<file path="src/rtl/id_ex_stage.sv">
// ID->EX pipeline register with a RAW-hazard scoreboard for a pipeline without forwarding.
// Stalls IF/ID and injects EX bubbles until an in-flight producer has written back.
module id_ex_stage #(
    parameter int unsigned XLEN     = 32,
    parameter int unsigned RA_W     = 5,
    parameter int unsigned INFLIGHT = 3
) (
    input  logic            clk_i,
    input  logic            rst_i,
    input  logic            flush_i,
    input  logic            id_valid_i,
    input  logic [XLEN-1:0] id_pc_i,
    input  logic [RA_W-1:0] id_rs1_addr_i,
    input  logic [RA_W-1:0] id_rs2_addr_i,
    input  logic            id_rs1_use_i,
    input  logic            id_rs2_use_i,
    input  logic [XLEN-1:0] id_rs1_data_i,
    input  logic [XLEN-1:0] id_rs2_data_i,
    input  logic [XLEN-1:0] id_imm_i,
    input  logic            id_op_b_sel_i,
    input  logic [3:0]      id_alu_op_i,
    input  logic [RA_W-1:0] id_rd_addr_i,
    input  logic            id_rd_wren_i,
    output logic            stall_o,
    output logic            ex_valid_o,
    output logic [XLEN-1:0] ex_pc_o,
    output logic [XLEN-1:0] ex_op_a_o,
    output logic [XLEN-1:0] ex_op_b_o,
    output logic [4:0]      ex_shamt_o,
    output logic [XLEN-1:0] ex_rs2_data_o,
    output logic [3:0]      ex_alu_op_o,
    output logic [RA_W-1:0] ex_rd_addr_o,
    output logic            ex_rd_wren_o
);

    // Entry 0 tracks the instruction in EX; higher entries are MEM and WB.
    logic [INFLIGHT-1:0] sb_v_q, sb_v_d;
    logic [RA_W-1:0]     sb_rd_q [INFLIGHT];
    logic [RA_W-1:0]     sb_rd_d [INFLIGHT];

    logic            ex_valid_q, ex_valid_d;
    logic [XLEN-1:0] ex_pc_q, ex_pc_d;
    logic [XLEN-1:0] ex_op_a_q, ex_op_a_d;
    logic [XLEN-1:0] ex_op_b_q, ex_op_b_d;
    logic [4:0]      ex_shamt_q, ex_shamt_d;
    logic [XLEN-1:0] ex_rs2_data_q, ex_rs2_data_d;
    logic [3:0]      ex_alu_op_q, ex_alu_op_d;
    logic [RA_W-1:0] ex_rd_addr_q, ex_rd_addr_d;
    logic            ex_rd_wren_q, ex_rd_wren_d;

    logic hit1, hit2, issue;

    always_comb begin
        hit1 = 1'b0;
        hit2 = 1'b0;
        for (int k = 0; k < INFLIGHT; k++) begin
            if (sb_v_q[k] && (sb_rd_q[k] == id_rs1_addr_i)) hit1 = 1'b1;
            if (sb_v_q[k] && (sb_rd_q[k] == id_rs2_addr_i)) hit2 = 1'b1;
        end
        hit1 = hit1 & id_rs1_use_i & (id_rs1_addr_i != '0);
        hit2 = hit2 & id_rs2_use_i & (id_rs2_addr_i != '0);
        stall_o = ~rst_i & id_valid_i & ~flush_i & (hit1 | hit2);
        issue   = id_valid_i & ~flush_i & ~stall_o;
    end

    always_comb begin
        sb_v_d[0]  = issue & id_rd_wren_i & (id_rd_addr_i != '0);
        sb_rd_d[0] = id_rd_addr_i;
        for (int k = 1; k < INFLIGHT; k++) begin
            sb_v_d[k]  = sb_v_q[k-1];
            sb_rd_d[k] = sb_rd_q[k-1];
        end
    end

    always_comb begin
        ex_valid_d    = 1'b0;
        ex_pc_d       = '0;
        ex_op_a_d     = '0;
        ex_op_b_d     = '0;
        ex_shamt_d    = '0;
        ex_rs2_data_d = '0;
        ex_alu_op_d   = '0;
        ex_rd_addr_d  = '0;
        ex_rd_wren_d  = 1'b0;
        if (issue) begin
            ex_valid_d    = 1'b1;
            ex_pc_d       = id_pc_i;
            ex_op_a_d     = id_rs1_data_i;
            ex_op_b_d     = id_op_b_sel_i ? id_imm_i : id_rs2_data_i;
            ex_shamt_d    = ex_op_b_d[4:0];
            ex_rs2_data_d = id_rs2_data_i;
            ex_alu_op_d   = id_alu_op_i;
            ex_rd_addr_d  = id_rd_addr_i;
            ex_rd_wren_d  = id_rd_wren_i;
        end
    end

    always_ff @(posedge clk_i) begin
        if (rst_i) begin
            sb_v_q        <= '0;
            for (int k = 0; k < INFLIGHT; k++) sb_rd_q[k] <= '0;
            ex_valid_q    <= 1'b0;
            ex_pc_q       <= '0;
            ex_op_a_q     <= '0;
            ex_op_b_q     <= '0;
            ex_shamt_q    <= '0;
            ex_rs2_data_q <= '0;
            ex_alu_op_q   <= '0;
            ex_rd_addr_q  <= '0;
            ex_rd_wren_q  <= 1'b0;
        end else begin
            sb_v_q        <= sb_v_d;
            for (int k = 0; k < INFLIGHT; k++) sb_rd_q[k] <= sb_rd_d[k];
            ex_valid_q    <= ex_valid_d;
            ex_pc_q       <= ex_pc_d;
            ex_op_a_q     <= ex_op_a_d;
            ex_op_b_q     <= ex_op_b_d;
            ex_shamt_q    <= ex_shamt_d;
            ex_rs2_data_q <= ex_rs2_data_d;
            ex_alu_op_q   <= ex_alu_op_d;
            ex_rd_addr_q  <= ex_rd_addr_d;
            ex_rd_wren_q  <= ex_rd_wren_d;
        end
    end

    assign ex_valid_o    = ex_valid_q;
    assign ex_pc_o       = ex_pc_q;
    assign ex_op_a_o     = ex_op_a_q;
    assign ex_op_b_o     = ex_op_b_q;
    assign ex_shamt_o    = ex_shamt_q;
    assign ex_rs2_data_o = ex_rs2_data_q;
    assign ex_alu_op_o   = ex_alu_op_q;
    assign ex_rd_addr_o  = ex_rd_addr_q;
    assign ex_rd_wren_o  = ex_rd_wren_q;

endmodule

</file>
<file path="config.mk">
export PLATFORM = sky130hd
export DESIGN_NAME = id_ex_stage
export DESIGN_NICKNAME = d
export VERILOG_FILES = /design/src/rtl/id_ex_stage.sv
export SDC_FILE = /design/constraint.sdc
export NUM_CORES = 1
export LEC_CHECK = 0
export CAP_MARGIN = 0
export CORE_MARGIN = 10
export CORE_UTILIZATION = 37
export DETAILED_ROUTE_END_ITERATION = 8
export MAX_ROUTING_LAYER = met4
export PLACE_DENSITY = 0.87
export SLEW_MARGIN = 0
export SYNTH_ARGS = -nofsm -noshare
export SYNTH_HDL_FRONTEND = slang
export SYNTH_SLANG_ARGS = --single-unit
</file>
<file path="constraint.sdc">
create_clock -name clk_i -period 2.4 [get_ports clk_i]
set_input_delay 0.24 -clock clk_i [delete_from_list [all_inputs] [get_ports clk_i]]
set_output_delay 0.24 -clock clk_i [all_outputs]
set_load 0.1 [all_outputs]
</file>
### After elaboration in Yosys (flattened, before gate mapping)

Memory sizes are Yosys's and may differ from the RTL's.
Index checks and enable logic that the tools add are counted.

| word-level totals | value |
|---|---|
| bits in registers | 147 |
| bits in writable memories | 15 |
| input bits | 155 |
| output and inout bits | 145 |
| logic and storage cells | 60 |
| memories kept | 1 |

Memory list:

| name | depth | bits a word | read ports | clocked after Yosys merged registers in | wr ports | line | source |
|---|---|---|---|---|---|---|---|
| sb_rd_q | 3 | 5 | 3 | 0 | 3 | 38 | `logic [RA_W-1:0] sb_rd_q [INFLIGHT];` |

| operators by class | value |
|---|---|
| equality and inequality tests | 6 |
| muxes and demuxes | 14 |
| bitwise gates (word level) | 19 |
| reductions and logical operators | 10 |

Operator list:

| operator | number |
|---|---|
| $mux 32 | 1 |
| $eq 5x5->1 | 6 |
| $mux 5 | 3 |
| $reduce_bool 5->1 | 3 |
| $and 1x1->1 | 11 |
| $mux 1 | 10 |
| $logic_and 1x1->1 | 6 |
| $not 1->1 | 4 |
| $or 1x1->1 | 4 |
| $reduce_or 2->1 | 1 |

### Depth between registers and ports, before layout

Gate-level depths: netlist of run 1.

| depth | value |
|---|---|
| word-level depth | 13 |
| gate-level depth with buffers | 9 |
| gate-level depth less buffers | 7 |

### Worst setup path before layout of run 1

OpenSTA, ideal clock, no wires.

| timing | value |
|---|---|
| kind | flip-flop to output port |
| from | memory sb_rd_q[1][2] (netlist: sb_rd_q[0][7]) |
| to | output port stall_o |
| arrival time | 1.919 ns |
| required time | 2.160 ns |
| slack | 0.241 ns |
| stages on the path, launching flop included | 7 |
| buffers on the path | 0 |
| cell sequence | dfxtp_1 -> xor2_1 -> nor4_1 -> nand3_1 -> a31o_2 -> nand2_1 -> and2_1 |

RTL lines:

| element | line | source |
|---|---|---|
| from (decl) | 38 |  |
| to (decl) | 24 | `output logic stall_o,` |

### Final worst setup path of run 1

| timing | value |
|---|---|
| from | input port id_rs2_addr_i[4] |
| to | output port stall_o |

| on the way | value |
|---|---|
| word-level cells in the longest chain between the ends | 9 |
| elaborated cells between the ends (all ways) | 14 |
| classes of those cells | 3 x eq/ne; 3 x mux; 4 x bitwise; 4 x reduce/logical |

Ends and longest elaborated chain:

| element | line | source |
|---|---|---|
| from (decl) | 14 | `input logic [RA_W-1:0] id_rs2_addr_i,` |
| $eq 5x5->1 | 58 | `if (sb_v_q[k] && (sb_rd_q[k] == id_rs2_addr_i)) hit2 = 1'b1;` |
| $logic_and 1x1->1 | 58 |  |
| $mux 1 (3 in series) | 58 |  |
| $and 1x1->1 | 61 | `hit2 = hit2 & id_rs2_use_i & (id_rs2_addr_i != '0);` |
| $and 1x1->1 * | 61 |  |
| $or 1x1->1 * | 62 | `stall_o = ~rst_i & id_valid_i & ~flush_i & (hit1 \| hit2);` |
| $and 1x1->1 * | 62 |  |

Mark *: on every way between the ends. The rest lies on a longest branch, timed or not.

==> results of run 1 <==
==> flip-flops by register name, indices dropped and copies added, names as in the netlist <==
signal / flops
ex_op_a_o: 32
ex_op_b_o: 32
ex_pc_o: 32
ex_rs2_data_o: 32
sb_rd_q: 15
ex_rd_addr_o: 5
ex_alu_op_o: 4
sb_v_q: 3
ex_rd_wren_o: 1
ex_valid_o: 1
==> routing by layer <==
metal / wire length (microns) / vias to the layer above / part of all wire, %
li1: - / 1947 / -
met1: 6040 / 1809 / 37
met2: 8630 / 180 / 52
met3: 1470 / 28 / 8.9
met4: 301 / 0 / 1.8
met5: 0 / - / 0
==> synth_stat cells <==
cell type | n | share of area, %
clkbuf_1 | 8 | 0.61
dfxtp_1 | 157 | 64
inv_2 | 1 | 0.076
buf_2 | 1 | 0.10
nor3_1 | 1 | 0.10
nor2_1 | 34 | 2.6
buf_4 | 5 | 0.76
nor2b_1 | 17 | 2.2
clkbuf_2 | 5 | 0.51
o21ai_1 | 2 | 0.20
mux2i_1 | 32 | 6.5
and2_1 | 106 | 13
a31o_2 | 2 | 0.36
or4_1 | 3 | 0.46
nand3_2 | 1 | 0.20
buf_6 | 5 | 1.1
xnor2_1 | 6 | 1.1
nand2_1 | 2 | 0.15
xor2_1 | 24 | 4.3
nor3b_1 | 1 | 0.15
nand3_1 | 6 | 0.61
nor4_1 | 6 | 0.76
==> critical path, cell delays in order <==
cell             delay (ns)
clkdlybuf4s50_1        0.52
xor2_1                 0.21
nor4_1                 0.28
nand3_1                0.10
a31o_2                 0.28
nand2_1                0.09
and2_4                 0.16
buf_12                 0.17
==> stage by stage <==
step                area, sq um  instances   TNS, ns  setup WS [ns]  hold slack [ns]
CTS                        8310        913         0         0.0618            0.367
floorplan                  4930        425         0          0.241            0.312
global route               8330        914  -0.00718       -0.00718            0.373
detailed placement         7730        884         0         0.0672            0.500
finish                     8330        914         0          0.123            0.386
global placement           7730        884         0         0.0941            0.497
==> logic make-up after synthesis <==
kind of cell / Yosys count / share of synthesized area, %
buffers and inverters: 25 / 3.20
xor gates and xnor gates: 30 / 5.33
and+or+nand+nor: 177 / 20.6
DFF: 157 / 63.8
AOI/OAI and AO/OA: 4 / 0.559
muxes: 32 / 6.50
==> worst max path at each step <==
stage                        startpoint                           end  slack, ns  cells after the start
2_1_floorplan  sb_rd_q[0][7]$_SDFF_PP0_                       stall_o       0.24                      6
3_3_place_gp           id_rs2_addr_i[1]                       stall_o       0.09                      8
3_5_place_dp           id_rs2_addr_i[1]  ex_rs2_data_o[13]$_SDFF_PP0_       0.07                      8
4_1_cts        sb_rd_q[0][2]$_SDFF_PP0_                       stall_o       0.06                      7
5_1_grt                id_rs2_addr_i[4]                       stall_o     -0.007                      8
6_report               id_rs2_addr_i[4]                       stall_o       0.12                      8
==> area by class of cell <==
class / instances / area, sq um / area share [%]
Sequential cell: 157 / 3140 / 37.7
Timing Repair Buffer: 307 / 2740 / 32.9
Multi-Input combinational cell: 243 / 1640 / 19.7
Clock buffer: 22 / 464 / 5.57
Tap cell: 176 / 220 / 2.64
Clock inverter: 7 / 115 / 1.38
Inverter: 1 / 3.75 / 0.0451
Antenna cell: 1 / 2.50 / 0.0300
==> power breakdown <==
group	switching [mW]	internal [mW]
Combinational	0.667	0.391
Sequential	0.0318	2.68
Clock	0.974	1.67
==> metrics.yaml, run 1 <==
outcome: "finished clean"
antenna_left: 0
finClkSkew_ns: 0.00692
yosysSeqAreaShare_pct: 63.8
synth_cell_types: 22
post-dp-hpwl_microns: 13300
syn_area_per_cell_sq_um: 11.6
cp-start-kind: "primary input"
syn_nets: 580
ys_ff_latch: 157
final_util_pct: 63.4
end_kind: "output port"
num_vias: 3964
drt-pass1-iter-count: 4
grt_pass1_vias: 4457
max_freq_ghz: 0.439
grtUsageMet1_pct: 17.9
holdPathEnd: "ex_pc_o[9]$_SDFF_PP0_"
ff2ff_path_depth: 8
wl_per_cell_microns: 18.0
cts_hold_buf: 0
cts.sinks: 157
fp.dieW_microns: 135
design_power_total_mw: 6.42
synth_cells: 425
maxSlewViolCount: 0
worstHoldPathCells: 2
clkLatencyLatePin_ns: 0.41
via_per_inst: 4.34
rr_endpoint: "ex_rs2_data_o[13]$_SDFF_PP0_"
antenna_found_initial: 1
cts-root-buf: "clkbuf_16"
grt_overflow: 0
fin_crit_ns: 2.28
drive_gt1_share_pct: 25.4
min-delay-start: "id_pc_i[9]"
p_per_area_nw_per_um2: 770
worstPathRequired_ns: 2.16
r2r_slack_ns: 0.49
critPathArrivalTime_ns: 2.04
drv.max_cap_violation_count: 0
clk_path_buf_depth: 2
die_h_microns: 135
fillers: 1001
cts_max_level: 4
max-slew-margin-rel_pct: 62.2
io_buffers: 299
cts_setup_buffers: 0
grt_pass1_wl_microns: 24500
coreArea_sq_um: 13100
final_common_cell: "dfxtp_1"
synth_area_sq_um: 4930
worst_pin_slew_ns: 0.567
met3_usage_pct: 8.09
setup_viol_count_final: 0
cts_tree: "yes"
final_nets: 882
yosysWarnings: 0
ir_drop_v: 0.000528
drt-total-wl_microns: 16400
dieArea_sq_um: 18300
first_iter_violations: 134
gp_congestion: 1.05
top_usage_layer: "met2"
worstPathMaxFanout: 4
area_delta_synth_final_pct: 69.0
grt_max_degree: 50
grt_usage_pct: 18.1
drc: 0
gr-usage-met2_pct: 30.8
hold_viol_final: 0
rows: 42
cts_buffers: 17
path_clk_slew_ns: 0.06
r2r_start: "sb_rd_q[0][2]$_SDFF_PP0_"
hold_class: "in2reg"
leakage_nw: 3.78
ios: 300
path_class: "in2out"
finalCritPeriodShare_pct: 94.9
initial_utilization_pct: 37.5
final_cell_mix: "dfxtp_1 (157), clkdlybuf4s50_1 (152), buf_4 (149)"
ctsResizeCount: 0
Note: power is estimated with default switching activity, not from simulation.
==> inputs of run 2 (changes only) <==
- CELL_PAD_IN_SITES_DETAIL_PLACEMENT: default -> 2
- CELL_PAD_IN_SITES_GLOBAL_PLACEMENT: default -> 2
- CORE_UTILIZATION: 37 -> 21
- PLACE_DENSITY: 0.87 -> 0.86
==> run 2 against run 1 <==
Count of clock-buffer cells in the layout fell by 2. Clock power rose by 3%. Register-to-register slack got worse by 0.05 ns. Final cell count rose by 15%. Final area rose by 2.3%. Sequential cell count did not move. Non-clock buffer count fell by 2. Critical path depth did not move. Hold slack got worse by 0.012 ns. Largest cell class unchanged.
==> metrics.yaml, run 2 (same netlist as run 1, synthesis figures left out) <==
cts_buffers: 17
first_iter_violations: 92
power_frac_comb_pct: 16.5
rows: 55
grt_max_degree: 68
fin_crit_ns: 2.29
coreArea_sq_um: 22800
critical_path_depth: 8
final_cell_mix: "dfxtp_1 (156), clkdlybuf4s50_1 (147), buf_4 (147)"
cts-root-buf: "clkbuf_16"
clkLatencyLatePin_ns: 0.42
r2r_slack_ns: 0.44
antenna_left: 0
p_switching_mw: 1.89
max-slew-margin-rel_pct: 58.3
critPathBufInv: 2
leakage_nw: 3.81
path_clk_slew_ns: 0.07
p_per_area_nw_per_um2: 763
ir_drop_v: 0.000383
grt_usage_pct: 13.7
num_vias: 4066
endpoint: "stall_o"
critPathTopFamily: "buffers and inverters"
post-dp-hpwl_microns: 16500
design_power_total_mw: 6.50
gp_congestion: 0.808
via_per_inst: 3.86
max_freq_ghz: 0.437
rr_endpoint: "ex_op_a_o[3]$_SDFF_PP0_"
cp-start-kind: "primary input"
io_buffers: 299
startpoint: "id_rs2_addr_i[2]"
drv.max_cap_violation_count: 0
final_nets: 880
dieArea_sq_um: 30000
cts.sinks: 157
finClkSkew_ns: 0.0137
fin_ws_ns: 0.112
path_class: "in2out"
worstPathRequired_ns: 2.16
p_seq_share_pct: 41.7
cts_tree: "yes"
grt_overflow: 0
worstPathMaxFanout: 4
critPathArrivalTime_ns: 2.05
initial_utilization_pct: 21.6
setup_viol_count_final: 0
antenna_found_initial: 2
swShare_pct: 29.1
grt_pass1_wl_microns: 30000
worst_pin_slew_ns: 0.626
end_kind: "output port"
maxSlewViolCount: 0
hold_viol_final: 0
place_area_sq_um: 7890
crit_chain: "clkdlybuf4s50_1 -> xor2_1 -> nor4_1 -> nand3_1 -> a31o_2 -> nand2_1 -> and2_4 -> buf_12"
place_ws_ns: -0.111
die_h_microns: 173
wl_per_cell_microns: 19.4
fp.dieW_microns: 173
area_delta_synth_final_pct: 72.9
clk_path_buf_depth: 2
finalCritPeriodShare_pct: 95.4
r2r_start: "sb_rd_q[0][3]$_SDFF_PP0_"
grt_pass1_vias: 4696
drt-pass1-iter-count: 4
drc: 0
cts_max_level: 4
ff2ff_path_depth: 8
ios: 300
hold_class: "in2reg"
cpPeakStageDelay_ns: 0.50
clkPwrFrac_pct: 41.8
drive_gt1_share_pct: 26.2
drt-total-wl_microns: 20400
outcome: "finished clean"
final_util_pct: 37.3
critPathSlowestCell: "clkdlybuf4s50_1"
final_common_cell: "dfxtp_1"
power.internal_mw: 4.61
final_cell_area_sq_um: 8520
==> run 2: stage by stage <==
| stage | cells | setup TNS [ns] | hold slack [ns] |
|---|---|---|---|
| final | 1054 | 0 | 0.374 |
| after global routing | 1053 | -0.0258 | 0.358 |
| after CTS | 1051 | 0 | 0.359 |
| after detailed placement | 1019 | -6.79 | 0.490 |
| after global placement | 1019 | -1.93 | 0.485 |
| after floorplan | 425 | 0 | 0.312 |
==> run 2: what timing repair did <==
action,in CTS,in global routing
pin swaps,0,6
setup endpoints to repair,1,1
setup buffers,0,0
resized for setup,2,9
hold buffers,0,0
==> run 2: worst min-delay path by stage <==
stage	slack, ns	cells past startpoint	from	to
finish	0.37	2	id_rs1_data_i[2]	ex_op_a_o[2]$_SDFF_PP0_
detailed placement	0.49	1	sb_v_q[1]$_SDFF_PP0_	sb_v_q[2]$_SDFF_PP0_
global placement	0.49	1	sb_v_q[0]$_SDFF_PP0_	sb_v_q[1]$_SDFF_PP0_
floorplan	0.31	1	rst_i	sb_rd_q[0][0]$_SDFF_PP0_
global route	0.36	2	id_pc_i[24]	ex_pc_o[24]$_SDFF_PP0_
CTS	0.36	2	id_rs1_data_i[2]	ex_op_a_o[2]$_SDFF_PP0_
==> run 2: power groups by stage <==
stage / Clock (mW) / Sequential, mW / Combinational [mW]
detailed placement: 0 / 2.77 / 1.08
global placement: 0 / 2.77 / 1.06
floorplan: 0 / 3.23 / 0.172
global route: 2.93 / 2.72 / 1.12
CTS: 2.82 / 2.71 / 1.08
finish: 2.72 / 2.71 / 1.07
==> run 2: area by class of cell <==
| class | count | area, sq um |
|---|---|---|
| Sequential cell | 157 | 3140 |
| Timing Repair Buffer | 305 | 2730 |
| Inverter | 1 | 3.75 |
| Tap cell | 313 | 392 |
| Clock buffer | 20 | 467 |
| Clock inverter | 12 | 128 |
| Antenna cell | 3 | 7.51 |
| Multi-Input combinational cell | 243 | 1650 |
| Fill cell | 2448 | 14300 |
==> run 2: per-layer routing <==
layer	track usage, %	routed length, microns
met1	13.1	7610
met2	25.0	11100
met3	5.58	1550
met4	3.45	174
met5	-	0
==> inputs of run 3 (changes only) <==
- GPL_TIMING_DRIVEN: default -> 0
==> run 3 against run 2 <==
Sequential share of layout area decreased by 1.9 points. Total power up 0.34%. Non-clock buffer count increased by 19. Utilization grew 2.0 points. Clock skew rose by 0.0020 ns. Global-route usage rose by 0.57 points. Count of clock-buffer cells in the layout down 2. Sequential power about the same. Largest power group is now registers.
==> metrics.yaml, run 3 (same netlist as run 1, synthesis figures left out) <==
outcome: "finished clean"
clkLatencyLatePin_ns: 0.42
end_kind: "output port"
drt-total-wl_microns: 21300
fin_ws_ns: 0.00310
power.internal_mw: 4.60
area_delta_synth_final_pct: 82.2
final_cell_area_sq_um: 8980
place_ws_ns: -0.994
cts-root-buf: "clkbuf_16"
io_buffers: 298
worst_pin_slew_ns: 1.06
clk_path_buf_depth: 2
r2r_slack_ns: 0.19
worstPathMaxFanout: 4
hold_slack_ns: 0.270
num_vias: 4130
clkPwrFrac_pct: 41.5
rr_endpoint: "ex_op_b_o[2]$_SDFF_PP0_"
grt_max_degree: 17
first_iter_violations: 105
drt-pass1-iter-count: 4
final_cell_mix: "clkdlybuf4s50_1 (290), dfxtp_1 (156), and2_1 (105)"
max_freq_ghz: 0.417
ff2ff_path_depth: 8
fin_cells: 1071
fp.dieW_microns: 173
via_per_inst: 3.86
hold_viol_final: 0
startpoint: "id_rs1_addr_i[4]"
final_common_cell: "clkdlybuf4s50_1"
cts_max_level: 4
leakage_nw: 3.58
drive_gt1_share_pct: 8.45
tns_ns: 0
place_area_sq_um: 8300
critPathArrivalTime_ns: 2.16
setup_viol_count_final: 0
drv.max_cap_violation_count: 0
p_seq_share_pct: 41.5
antenna_found_initial: 1
cts_buffers: 17
cts.sinks: 157
ir_drop_v: 0.000471
design_power_total_mw: 6.52
path_clk_slew_ns: 0.06
gp_congestion: 0.797
grt_pass1_vias: 4885
finClkSkew_ns: 0.0158
post-dp-hpwl_microns: 17600
path_class: "in2out"
grt_pass1_wl_microns: 31100
fin_crit_ns: 2.40
max-slew-margin-rel_pct: 29.0
drc: 0
cts_tree: "yes"
r2r_start: "sb_rd_q[0][13]$_SDFF_PP0_"
wl_per_cell_microns: 19.9
worstPathRequired_ns: 2.16
rsz0062_at_grt: "true"
grt_usage_pct: 14.3
hold_class: "in2reg"
grt_overflow: 0
power_frac_comb_pct: 17.0
cts_hold_buf: 0
final_util_pct: 39.3
finalCritPeriodShare_pct: 99.9
p_per_area_nw_per_um2: 727
dp.cells: 1036
swShare_pct: 29.6
die_h_microns: 173
dieArea_sq_um: 30000
maxSlewViolCount: 0
p_switching_mw: 1.93
ios: 300
holdPathEnd: "ex_op_b_o[31]$_SDFF_PP0_"
min-delay-start: "id_op_b_sel_i"
worstHoldPathCells: 3
cp-start-kind: "primary input"
rows: 55
coreArea_sq_um: 22800
final_nets: 899
antenna_left: 0
initial_utilization_pct: 21.6
-- run 3: power by group through the flow --
stage | registers [mW] | logic [mW] | clock network (mW)
after detailed placement | 2.77 | 1.11 | 0
after floorplan | 3.23 | 0.172 | 0
after CTS | 2.71 | 1.12 | 2.81
after global routing | 2.72 | 1.16 | 2.92
final | 2.71 | 1.11 | 2.71
after global placement | 2.76 | 1.09 | 0
-- run 3: area by class of cell --
type / instances / area (sq um)
clock buffer: 18 / 439
antenna: 1 / 2.50
fill: 2444 / 13900
clock inverter: 14 / 148
multi-input combinational: 243 / 1690
buffer: 24 / 154
inverter: 1 / 6.26
timing repair buffer: 300 / 3010
sequential: 157 / 3140
tap: 313 / 392
-- run 3: per-layer routing --
layer  vias to the layer above  track usage, %  wire, microns
met5                         -               -              0
met4                         0            5.14            483
met3                        23            5.69           1700
met2                       165            26.0          11600
met1                      1964            13.2           7550
li1                       1978               -              -
-- run 3: timing repair --
item	in CTS	in global routing
endpoints found under the hold margin	0	0
cloned	0	0
pin swaps	2	4
setup endpoints to repair	1	1
setup buffers	0	2
gates resized for setup	15	13
-- run 3: critical path, cell delays in order --
cell	delay, ns
clkdlybuf4s50_1	0.54
xor2_1	0.23
nor4_2	0.35
nand3_1	0.12
a31o_2	0.28
nand2_4	0.08
and2_4	0.15
buf_12	0.17
-- run 3: worst max-delay path by stage --
stage,end,slack (ns)
6_report,stall_o,0.003
5_1_grt,stall_o,-0.06
4_1_cts,stall_o,0.003
3_5_place_dp,stall_o,-0.99
3_3_place_gp,stall_o,-0.96
2_1_floorplan,stall_o,0.24
